`src/rtl/button_conditioner.sv`:
```
// Per-channel button conditioner: synchroniser, bounce-suppressing hold-off FSM and press pulse.
// Optional feature: define AUTO_REPEAT_EN for periodic press pulses while a button stays held.
module button_conditioner #(
  parameter int N_CH        = 2,
  parameter int CR          = 4,
  parameter int SYNC_STAGES = 2,
  parameter int RPT_CYC     = 8
) (
  input  logic            clk_i,
  input  logic            rst_ni,
  input  logic            en_i,
  input  logic [N_CH-1:0] btn_i,
  output logic [N_CH-1:0] press_o,
  output logic [N_CH-1:0] level_o,
  output logic            valid_o
);

  typedef enum logic [1:0] {
    IDLE = 2'd0,
    LOCK = 2'd1,
    HELD = 2'd2
  } state_t;

  localparam logic [CR-1:0] CNT_LAST = {CR{1'b1}};
  localparam logic [CR-1:0] CNT_ONE  = CR'(1);
`ifdef AUTO_REPEAT_EN
  localparam logic [7:0] RPT_LAST = 8'(RPT_CYC - 1);
`endif

  if (N_CH < 1 || N_CH > 8) begin : g_bad_n_ch
    $error("button_conditioner: N_CH must be 1..8");
  end
  if (SYNC_STAGES < 2 || SYNC_STAGES > 3) begin : g_bad_sync
    $error("button_conditioner: SYNC_STAGES must be 2..3");
  end
  if (RPT_CYC < 2 || RPT_CYC > 255) begin : g_bad_rpt
    $error("button_conditioner: RPT_CYC must be 2..255");
  end

  always_ff @(posedge clk_i or negedge rst_ni) begin
    if (!rst_ni) begin
      valid_o <= 1'b0;
    end else begin
      valid_o <= en_i;
    end
  end

  for (genvar g = 0; g < N_CH; g++) begin : g_ch
    logic [SYNC_STAGES-1:0] sync_q;
    logic                   sync;
    state_t                 state_q;
    logic [CR-1:0]          cnt_q;
    logic                   press_q;
    logic                   level_q;
`ifdef AUTO_REPEAT_EN
    logic [7:0]             rpt_q;
`endif

    assign sync       = sync_q[SYNC_STAGES-1];
    assign press_o[g] = press_q;
    assign level_o[g] = level_q;

    // Synchroniser runs every cycle so the FSM sees a settled level the moment en_i returns.
    always_ff @(posedge clk_i or negedge rst_ni) begin
      if (!rst_ni) begin
        sync_q <= '0;
      end else begin
        sync_q <= {sync_q[SYNC_STAGES-2:0], btn_i[g]};
      end
    end

    always_ff @(posedge clk_i or negedge rst_ni) begin
      if (!rst_ni) begin
        state_q <= IDLE;
        cnt_q   <= '0;
        press_q <= 1'b0;
        level_q <= 1'b0;
`ifdef AUTO_REPEAT_EN
        rpt_q   <= '0;
`endif
      end else if (!en_i) begin
        press_q <= 1'b0;
      end else begin
        press_q <= 1'b0;
        case (state_q)
          IDLE: begin
            if (sync) begin
              press_q <= 1'b1;
              level_q <= 1'b1;
              state_q <= LOCK;
              cnt_q   <= CNT_ONE;
            end
          end
          // Input is ignored here until the hold-off expires; only the final sample decides.
          LOCK: begin
            if (cnt_q == CNT_LAST) begin
              cnt_q <= '0;
              if (sync) begin
                state_q <= HELD;
`ifdef AUTO_REPEAT_EN
                rpt_q   <= '0;
`endif
              end else begin
                state_q <= IDLE;
                level_q <= 1'b0;
              end
            end else begin
              cnt_q <= cnt_q + CNT_ONE;
            end
          end
          HELD: begin
            if (!sync) begin
              state_q <= IDLE;
              level_q <= 1'b0;
            end
`ifdef AUTO_REPEAT_EN
            else if (rpt_q == RPT_LAST) begin
              press_q <= 1'b1;
              rpt_q   <= '0;
            end else begin
              rpt_q <= rpt_q + 8'd1;
            end
`endif
          end
          default: begin
            state_q <= IDLE;
            level_q <= 1'b0;
          end
        endcase
      end
    end
  end

endmodule

```
`config.mk`:
```
export PLATFORM = sky130hd
export DESIGN_NAME = button_conditioner
export DESIGN_NICKNAME = d
export VERILOG_FILES = /design/src/rtl/button_conditioner.sv
export SDC_FILE = /design/constraint.sdc
export NUM_CORES = 1
export LEC_CHECK = 0
export CAP_MARGIN = 25
export CORE_UTILIZATION = 30
export CTS_CLUSTER_SIZE = 14
export DETAILED_ROUTE_END_ITERATION = 12
export GPL_ROUTABILITY_DRIVEN = 1
export PLACE_DENSITY = 0.52
export SKIP_LAST_GASP = 1
export SLEW_MARGIN = 20
export SYNTH_ARGS = -nofsm -noshare
export SYNTH_HDL_FRONTEND = slang
export SYNTH_SLANG_ARGS = --single-unit
export TNS_END_PERCENT = 50
```
`constraint.sdc`:
```
create_clock -name clk_i -period 2.34 [get_ports clk_i]
set_input_delay 0.468 -clock clk_i [delete_from_list [all_inputs] [get_ports clk_i]]
set_output_delay 0.468 -clock clk_i [all_outputs]
set_load 0.1 [all_outputs]
```
# Word level (Yosys, flattened, before mapping)
# Index checks and enable logic that the tools add are counted.
# classes
addsub,2
n_eq_ne,12
mux,30
n_reduce_logical,10
# op_table
op,count
$mux W2,8
$mux W4,4
$pmux W4 S2,2
$mux W1,12
$ne A2 B2 Y1 const B,6
$pmux W2 S3,2
$reduce_and A3 Y1,4
$add A4 B1 Y4 const B,2
$eq A4 B4 Y1 const B,2
$reduce_and A4 Y1,2
$pmux W1 S3,2
$eq A2 B1 Y1 const B,2
$eq A2 B2 Y1 const B,2
$logic_not A2 Y1,2
$reduce_bool A2 Y1,2
# totals
ff_bits,21
in_bits,5
output_inout_bits,5
elab_cells,65

# Depth between registers and ports, before layout
# logic_depth
word_depth,3
ltp_mapped,7
depth_no_buf,6

# Worst setup path before layout
# OpenSTA, ideal clock, no wires.
# synth_timing
kind,reg2reg
start,register g_ch[1].state_q[1]
end,register g_ch[1].state_q[0]
setup_ns,0.127
t_arrival_ns,1.539
required_time_ns,2.213
slack_ns,0.674
path_stages_with_launch,7
n_path_buf,1
synth_period_minus_slack_ns,1.666
cell_sequence,dfrtp_1 inv_1 ha_1 buf_2 a221o_1 a21oi_2 mux2_1
# synth_via
elab_chain_len,3
word_cells_on_any_way,8
# synth_rtl
item,line,source
"start, declared",51,state_t state_q;
"start signal, assigned",74,state_q <= IDLE;
"start signal, assigned",90,state_q <= LOCK;
"start signal, assigned",99,state_q <= HELD;
"$eq A2 B2 Y1, or another cell as far along",85,case (state_q)
$ne A2 B2 Y1 (no line),--,
$reduce_and A4 Y1 (no line),--,
# Parallel ways exist; a longest one is shown, timed or not.
# A chain may end at the register's enable or synchronous reset.

# Worst setup path after layout
# layout_timing
start,register g_ch[1].cnt_q[0]
end,register g_ch[1].state_q[0]
# layout_via
elab_chain_len,3
# layout_rtl
item,line,source
"start, declared",52,logic [CR-1:0] cnt_q;
"start signal, assigned",108,cnt_q <= cnt_q + CNT_ONE;
$eq A4 B4 Y1,96,if (cnt_q == CNT_LAST) begin
$ne A2 B2 Y1 (no line),--,
$reduce_and A4 Y1 (no line),--,
"end signal, assigned",99,
"end signal, assigned",104,state_q <= IDLE;
"end signal, assigned",113,state_q <= IDLE;
# No other way between the ends.

==> results.txt <==
Ant. Diodes: 0
Synth Area in Simple Gates: 0.132
Final Critical Period: 1.83 ns
Seq/Total Area, Yosys: 0.450
Crit. End Element: register
hold buffers post-CTS: 0
Top Ports: 10
r2r startpoint: g_ch[1].cnt_q[0]$_DFFE_PN0P_
Synth Area in Compound Gates: 0.178
Critical Path RT: 2.48 ns
Max-Cap Viols: 0
crit path DAT: 1.97 ns
clock skew: 0.00253 ns
CP Launch Type: register
worst slew pin tran: 0.512 ns
die width: 64.4 um
GRT overflow: 0
clock root buffer: clkbuf_8
routability cong.: 0.884
Critical Path End: g_ch[1].state_q[0]$_DFFE_PN0P_
CTS tree: built
Synth Area in Adders: 0.128
fin nets: 147
die area: 4150 um^2
Rows: 22
crit path max fanout: 7
Lkg Pwr: 0.602 nW
post-synthesis async set-or-reset flop share: 1.00
mux cell area share after synthesis: 0.0289
P per Cell Area: 1280 nW/um^2
Total Wirelength: 2140 um
number of global-route vias before repair: 861
Cell Area, Synth: 1170 um^2
Critical Path Source: g_ch[1].cnt_q[0]$_DFFE_PN0P_
synthesized flop and latch total: 21
part of the cycle the worst path needs: 0.782
placed cell count: 173
post-synth top area cell: dfrtp_1
Fmax: 0.547 GHz
GRT Util Overall: 0.123
I/O Buffers: 9
initial drt markers: 34
CTS resizes: 0
reg2reg path depth: 5
count leader, synth: dfrtp_1
final hold vios: 0
worst reg2reg setup slack: 0.51 ns
Pins Over Slew Limit: 0
DRT Pass-1 Iters: 4
synthesis-to-finish area growth: 13.6%
DR DRC count: 0
worst skew pair latency: 0.26 ns
post-DP HPWL: 1610 um
Slew HR: 0.655
Synth Area per Inst: 9.74 um^2
clk sinks: 21
clock buffer depth: 2
RSZ-0062 raised after global routing: false
core area: 3690 um^2
routed vias/inst: 4.96
worst hold slack: 0.353 ns
synth top area cells: dfrtp_1 (45%), ha_1 (13%), o21ai_0 (3.9%)
post-route insts no fill: 177
CTS H-tree lvls: 1
per-cell routed wire length: 12.1 um
Die H: 64.4 um
Post-synth EDFFs: 0
Synth top cells by count: dfrtp_1 (21), ha_1 (12), inv_1 (12)
Vias: 878
Reg clk slew, reported paths: 0.07 ns
run status: completed
worst min path class: reg2reg
post-synthesis xor/xnor area fraction: 0.00749
layout cell share with drive strength beyond 1: 0.116
initial core utilization: 0.317
largest family of logic cells by synthesized area: compound AO/OA/AOI/OAI gates
global-route wire length before repair: 3840 um
Top FF cell, synth: dfrtp_1
Synthesis Warnings: 0
Syn Inst Count: 120
Setup TNS Final: 0 ns
synth unique cells: 33
reg2reg end: g_ch[1].state_q[0]$_DFFE_PN0P_
# setup viols final: 0
Syn Nets: 137
share of the synthesized area in the top cell type: 0.450
setup bufs post-CTS: 0
Core Util, Final: 0.360
initial antenna violation count: 0
Post-DRT Antenna Nets: 0
Max IR drop VDD: 0.271 mV
CTS Buf Count: 3
pin count of the biggest net entering global routing: 22
min-delay src: g_ch[0].sync_q[0]$_DFF_PN0_
Setup Crit Path Kind: reg2reg
==> worst max-delay path: stages, from the launching register on <==
cell,delay (ns)
dfrtp_1,0.45
ha_1,0.25
nand3_1,0.14
a221o_1,0.41
a21oi_2,0.13
mux2_1,0.33
==> state kept, by name, summed over array words and instances, names as in the netlist <==
signal	cells
g_ch.sync_q	4
valid_o	1
g_ch.level_q	2
g_ch.state_q	4
g_ch.cnt_q	8
g_ch.press_q	2
==> routing by layer <==
| metal | vias to the layer above | part of all wire | GRT usage |
|---|---|---|---|
| met5 | - | 0 | 0 |
| li1 | 443 | - | - |
| met1 | 421 | 0.51 | 0.158 |
| met2 | 14 | 0.46 | 0.191 |
| met4 | 0 | 0 | 0.0583 |
| met3 | 0 | 0.022 | 0.0335 |
==> cells by family (layout without fill, tap and decap cells) <==
group / count (synthesis) / in the layout
and+or+nand+nor: 32 / 32
AOI/OAI and AO/OA: 32 / 32
DFF: 21 / 21
adders and majority gates: 12 / 12
muxes: 3 / 3
buffers and inverters: 19 / 28
xor gates and xnor gates: 1 / 1
==> placed cells by master, fill, tap and decap left out, types with 2 or more instances in the layout <==
master,n
dfrtp_1,21
buf_4,7
clkdlybuf4s50_1,4
a221o_1,2
clkbuf_8,3
ha_1,12
nand3_1,8
a31oi_1,2
inv_1,12
nor3_1,5
o21ai_0,9
mux2_1,2
a21oi_1,8
nand2_1,10
nand4_1,2
nor2_1,3
==> power breakdown <==
part           leakage [nW]  internal [mW]  switching [mW]  total, mW
logic                 0.320          0.306           0.559      0.865
clock network        0.0255          0.118           0.113      0.231
registers             0.257          0.486           0.121      0.607
==> final cells by class <==
type / instances / area, um^2
Fill cell: 390 / 2360
Multi-Input combinational cell: 80 / 554
Sequential cell: 21 / 526
Timing Repair Buffer: 11 / 92.6
Tap cell: 48 / 60.1
Inverter: 13 / 48.8
Clock buffer: 3 / 41.3
Clock inverter: 1 / 5.00
==> through the flow <==
stage	area, um^2	total power [mW]	setup slack [ns]
after floorplan	1170	1.32	0.674
after global placement	1280	1.48	0.410
after detailed placement	1280	1.49	0.369
after CTS	1330	1.73	0.520
after global routing	1330	1.88	0.341
final	1330	1.70	0.511
==> worst min path at each step <==
stage | cells after the start | end | slack [ns]
6_report | 0 | g_ch[0].sync_q[1]$_DFF_PN0_ | 0.35
2_1_floorplan | 0 | g_ch[0].cnt_q[0]$_DFFE_PN0P_ | 0.17
3_3_place_gp | 0 | g_ch[0].sync_q[1]$_DFF_PN0_ | 0.33
3_5_place_dp | 0 | g_ch[1].sync_q[1]$_DFF_PN0_ | 0.34
4_1_cts | 0 | g_ch[0].sync_q[1]$_DFF_PN0_ | 0.36
5_1_grt | 0 | g_ch[0].sync_q[1]$_DFF_PN0_ | 0.36
No activity file was read; power rests on OpenSTA's default activity.
==> variant 1: new RTL, config.mk and constraints unchanged <==
Change the parameter `CR` from 4 to 6.
--- a/src/rtl/button_conditioner.sv
+++ b/src/rtl/button_conditioner.sv
@@ -2,7 +2,7 @@
 // Optional feature: define AUTO_REPEAT_EN for periodic press pulses while a button stays held.
 module button_conditioner #(
   parameter int N_CH        = 2,
-  parameter int CR          = 4,
+  parameter int CR          = 6,
   parameter int SYNC_STAGES = 2,
   parameter int RPT_CYC     = 8
 ) (
Function: no difference found for any inputs over 10 cycles, from zero or initial values and one cycle with rst_ni low; that may be too few to reach the edited logic, so the function may still have changed.
==> variant 1 against the unedited design <==
Routed wire length grew 21%; final area grew 16%; synthesized area grew 17%; fmax grew 1.1%; clock skew shrank 0.97 ps; sequential cell count grew 4; worst setup slack gained 19 ps; via count grew 12%; non-clock buffer count grew 1; total power grew 2.7%; critical endpoint is now g_ch[0].cnt_q[5].
==> variant 1: results (changes against the unedited design) <==
- Run status: completed (unchanged).
- The maximum number of pins on one net before global-route repair is 26 (was 22).
- The power in combinational cells was 829 uW (was 865 uW).
- The fraction of the mapped netlist area in compound gates is 17.1% (was 17.8%).
- The final weighted congestion in routability-driven placement is 0.852 (was 0.884).
- The share of the final layout cell area in sequential cells came to 40.8% (was 39.6%).
- The arrival time at the worst endpoint is 2010 ps (was 1970 ps).
- The wire length on met2 is 1210 microns (was 992 microns).
- The reg-to-reg startpoint is g_ch[0].state_q[1] (was g_ch[1].cnt_q[0]).
- The xor and xnor fraction of the mapped netlist area was 1.92% (was 0.749%).
- Ranking of synthesized cells by area: dfrtp_1, ha_1, nand3_1 (was dfrtp_1, ha_1, o21ai_0).
- The total routing resource utilization after global routing was 11.6% (was 12.3%).
- The post-synthesis net count is 154 (was 137).
- The power density over the cells was 1140 mW/mm^2 (was 1280 mW/mm^2).
- The setup clock skew after layout is 1.56 ps (was 2.53 ps).
- The clock-pin slew on the worst setup and hold paths is 90 ps (was 70 ps).
- The top routing layer in use is met4 (was met3).
- The initial DRC count is 24 (was 34).
- The standard cell with the maximum stage delay on the critical path is clkdlybuf4s50_1 (was dfrtp_1).
- The critical path endpoint is g_ch[0].cnt_q[5] (was g_ch[1].state_q[0]).
- The clock buffer count in the final layout was 4 (was 3).
- The proportion of cell area occupied by multi-input gates is 42.3% (was 41.8%).
- The sequential element share of the synthesized area is 45.7% (was 45.0%).
- The final net count is 164 (was 147).
- The wire length of the first global-routing pass is 4530 microns (was 3840 microns).
- The final-layout non-clock buffer area share is 6.53% (was 6.97%).
- The number of multi-input combinational cells in the layout is 94 (was 80).
- The tightest slew margin relative to the limit is 68.2% (was 65.5%).
- The routed length per instance was 12.9 microns (was 12.1 microns).
- The number of global-route vias before repair was 1,004 (was 861).
- The depth of the most critical reg-to-reg path is 6 (was 5).
- The half-perimeter wire length after detailed placement was 1880 microns (was 1610 microns).
- The mux cell area share after synthesis came to 4.39% (was 2.89%).
- The met1 track utilization from global routing came to 14.9% (was 15.8%).
- The number of warnings issued by yosys is 0 (unchanged).
- The proportion of total power due to net switching is 44.4% (was 46.6%).
- The total routed wire length on the met1 layer is 1270 microns (was 1100 microns).
- The type of origin of the critical path is a primary input (was flip-flop).
- The number of filler instances in the final layout is 429 (was 390).
- Largest regs: g_ch.cnt_q x12, g_ch.state_q x4, g_ch.sync_q x4 (was g_ch.cnt_q x8, g_ch.state_q x4, g_ch.sync_q x4).
- The ratio of cells with drive above 1 in the final layout came to 10.8% (was 11.6%).
- The buffer count excluding the clock tree in the final layout came to 12 (was 11).
- The detailed-route vias per instance is 4.94 (was 4.96).
- The adder and majority cell fraction of the synthesized area came to 9.15% (was 12.8%).
- The register-to-register setup slack is 580 ps (was 510 ps).
- The met3 demand-to-capacity share in global routing came to 1.60% (was 3.35%).
- The global routing met2 resource utilization is 19.1% (about the same).
- The maximum single-stage delay on the critical path is 760 ps (was 450 ps).
- The peak supply drop is 268 uV (was 271 uV).
- The count of clock tree sinks came to 25 (was 21).
-- variant 1: worst min path at each step --
stage	start	to	depth (start not counted)	slack (ps)
2_1_floorplan	rst_ni	g_ch[0].cnt_q[0]	0	170
3_3_place_gp	g_ch[1].sync_q[0]	g_ch[1].sync_q[1]	0	330
3_5_place_dp	g_ch[1].sync_q[0]	g_ch[1].sync_q[1]	0	340
4_1_cts	g_ch[1].sync_q[0]	g_ch[1].sync_q[1]	0	360
5_1_grt	g_ch[1].sync_q[0]	g_ch[1].sync_q[1]	0	370
6_report	g_ch[1].sync_q[0]	g_ch[1].sync_q[1]	0	360
-- variant 1: stage by stage --
stage	setup WS [ps]	util (%)	std cells	instance area [sq um]	hold WS, ps
final	530	35.2	200	1530	356
after global routing	348	35.2	200	1530	367
after CTS	541	35.2	200	1530	357
after detailed placement	257	34.2	196	1490	336
after global placement	283	34.2	196	1490	332
after floorplan	802	-	139	1370	172
==> variant 2: new RTL, same settings <==
Made on the original files. Make the reset (`rst_ni`) synchronous in 3 clocked blocks.
--- a/src/rtl/button_conditioner.sv
+++ b/src/rtl/button_conditioner.sv
@@ -37,7 +37,7 @@
     $error("button_conditioner: RPT_CYC must be 2..255");
   end
 
-  always_ff @(posedge clk_i or negedge rst_ni) begin
+  always_ff @(posedge clk_i) begin
     if (!rst_ni) begin
       valid_o <= 1'b0;
     end else begin
@@ -61,7 +61,7 @@
     assign level_o[g] = level_q;
 
     // Synchroniser runs every cycle so the FSM sees a settled level the moment en_i returns.
-    always_ff @(posedge clk_i or negedge rst_ni) begin
+    always_ff @(posedge clk_i) begin
       if (!rst_ni) begin
         sync_q <= '0;
       end else begin
@@ -69,7 +69,7 @@
       end
     end
 
-    always_ff @(posedge clk_i or negedge rst_ni) begin
+    always_ff @(posedge clk_i) begin
       if (!rst_ni) begin
         state_q <= IDLE;
         cnt_q   <= '0;
Function: differs if rst_ni is asserted again (counterexample within 4 cycles, from zero or initial values and one cycle with rst_ni low); with rst_ni held inactive, the same outputs for 10 cycles.
==> variant 2 against the unedited design <==
Final area increased by 4.4%; count of clock-buffer cells in the layout increased by 1; final cell count increased by 4.5%; utilization decreased by 1.3 points; sequential share of layout area decreased by 9.3 points; synthesized area increased by 7.5%; worst setup slack improved by 230 ps; routed wire length increased by 17%; sequential cell count unchanged; via count increased by 9.6%; hold slack improved by 87 ps; critical path type unchanged.
Power is not compared: it rests on default switching activity, and its combinational part moved more than twofold at a synthesized area within 25%.
==> variant 2: results (changes against the unedited design) <==
- The total routing resource utilization after global routing is 11.9% (was 12.3%).
- The final weighted congestion in routability-driven placement came to 0.795 (was 0.884).
- The cell area after placement is 0.00134 sq mm (was 0.00128 sq mm).
- The arrival time at the worst endpoint came to 1760 ps (was 1970 ps).
- The worst hold path depth is 1 (was 0).
- The setup clock skew after layout is 6.40 ps (was 2.53 ps).
- The number of global-route vias before repair came to 910 (was 861).
- The proportion of synthesized flip-flops having asynchronous set or reset is 0% (was 100%).
- The sequential element share of the synthesized area is 33.5% (was 45.0%).
- The number of distinct standard cells referenced by the synthesized netlist is 43 (was 33).
- The worst reg2reg path endpoint is g_ch[0].cnt_q[0] (was g_ch[1].state_q[0]).
- After clock tree synthesis, the clock-pin slew on the worst setup and hold paths is 80 ps.
- The final net count is 151 (was 147).
- The main flop type after synthesis is dfxtp_1 (was dfrtp_1).
- Ranking of synthesized cells by area: dfxtp_1, ha_1, a2111oi_4 (was dfrtp_1, ha_1, o21ai_0).
- The cell total after placement came to 181 (was 173).
- The initial DRC count was 43 (was 34).
- The slew at the pin with the worst max-slew slack came to 386 ps (was 512 ps).
- The start point of the worst hold path was g_ch[1].sync_q[0] (was g_ch[0].sync_q[0]).
- The maximum number of pins on one net before global-route repair is 21 (was 22).
- The ratio of cells with drive above 1 in the final layout came to 18.5% (was 11.6%).
- The worst slack after detailed placement is 484 ps (was 369 ps).
- The detailed-route vias per instance is 5.20 (was 4.96).
- The maximum count of clock buffers along a single path is 2 (unchanged).
- The half-perimeter wire length after detailed placement is 1800 microns (was 1610 microns).
- The reg-to-reg startpoint is g_ch[0].state_q[1] (was g_ch[1].cnt_q[0]).
- The maximum single-stage delay on the critical path is 380 ps (was 450 ps).
- The endpoint of the worst hold-timing path is g_ch[1].sync_q[1] (was g_ch[0].sync_q[1]).
- The average cell area after synthesis is 9.59 sq um (was 9.74 sq um).
- The number of filler instances in the final layout came to 415 (was 390).
- The register-to-register setup slack is 740 ps (was 510 ps).
- The via total after detailed routing is 962 (was 878).
- Run status: completed (unchanged).
- The total length of routed wires is 2500 microns (was 2140 microns).
- The maximum net fanout on the critical path is 9 (was 7).
- The wire length of the first global-routing pass was 4020 microns (was 3840 microns).
- Most frequent cells after synthesis: dfxtp_1, ha_1, nand2_1, inv_1, and2_1 (was dfrtp_1, ha_1, inv_1, nand2_1, o21ai_0).
-- variant 2: kinds of logic (layout without fill, tap and decap cells) --
logic type | Yosys count | count (layout) | synth area share, %
compound gates | 29 | 29 | 20.6
fa+ha+maj | 10 | 10 | 9.96
buf+inv | 20 | 24 | 8.47
flops | 21 | 21 | 33.5
mux | 4 | 4 | 3.19
simple gates | 47 | 47 | 24.3
-- variant 2: critical path, delay by kind of cell (launching register included) --
kind	cells	cell delay (ps)
adder cells (fa/ha/maj)	1	320
buffers and inverters	1	90
multiplexers	1	330
AO/OA/AOI/OAI	1	270
flip-flops	1	380
AND/OR/NAND/NOR	1	110
-- variant 2: area by class of cell --
| type | count | area share, % |
|---|---|---|
| inverters | 9 | 2.62 |
| clock buffers | 4 | 3.25 |
| repair buffers | 11 | 6.68 |
| multi-input cells | 90 | 52.6 |
| well taps | 50 | 4.51 |
| flip-flops and latches | 21 | 30.3 |
-- variant 2: how the worst max path moves through the flow --
stage,to,slack (ps),cells after the start
floorplan,g_ch[1].cnt_q[0],850,6
global placement,g_ch[1].cnt_q[0],520,4
detailed placement,g_ch[1].level_q,480,5
CTS,g_ch[0].cnt_q[0],740,5
global route,g_ch[1].cnt_q[2],590,5
finish,g_ch[0].cnt_q[0],740,5
-- variant 2: power breakdown --
part	internal, uW	switching, uW	total (uW)
Sequential	372	12.6	385
Clock	121	120	241
Combinational	51.1	107	159
-- variant 2: per-layer routing --
metal | global-route usage [%] | share of wire (%) | vias up
li1 | - | - | 486
met5 | 0 | 0 | -
met2 | 21.1 | 46 | 11
met3 | 2.23 | 2.4 | 4
met4 | 5.32 | 1.3 | 0
met1 | 13.8 | 50 | 461
-- variant 2: per-stage QoR --
| step | hold WS (ps) | power, uW | utilization [%] |
|---|---|---|---|
| 2_1_floorplan | 412 | 525 | - |
| 3_3_place_gp | 414 | 550 | 33.5 |
| 3_5_place_dp | 419 | 553 | 33.5 |
| 4_1_cts | 438 | 797 | 34.7 |
| 5_1_grt | 455 | 816 | 34.7 |
| 6_report | 440 | 785 | 34.7 |
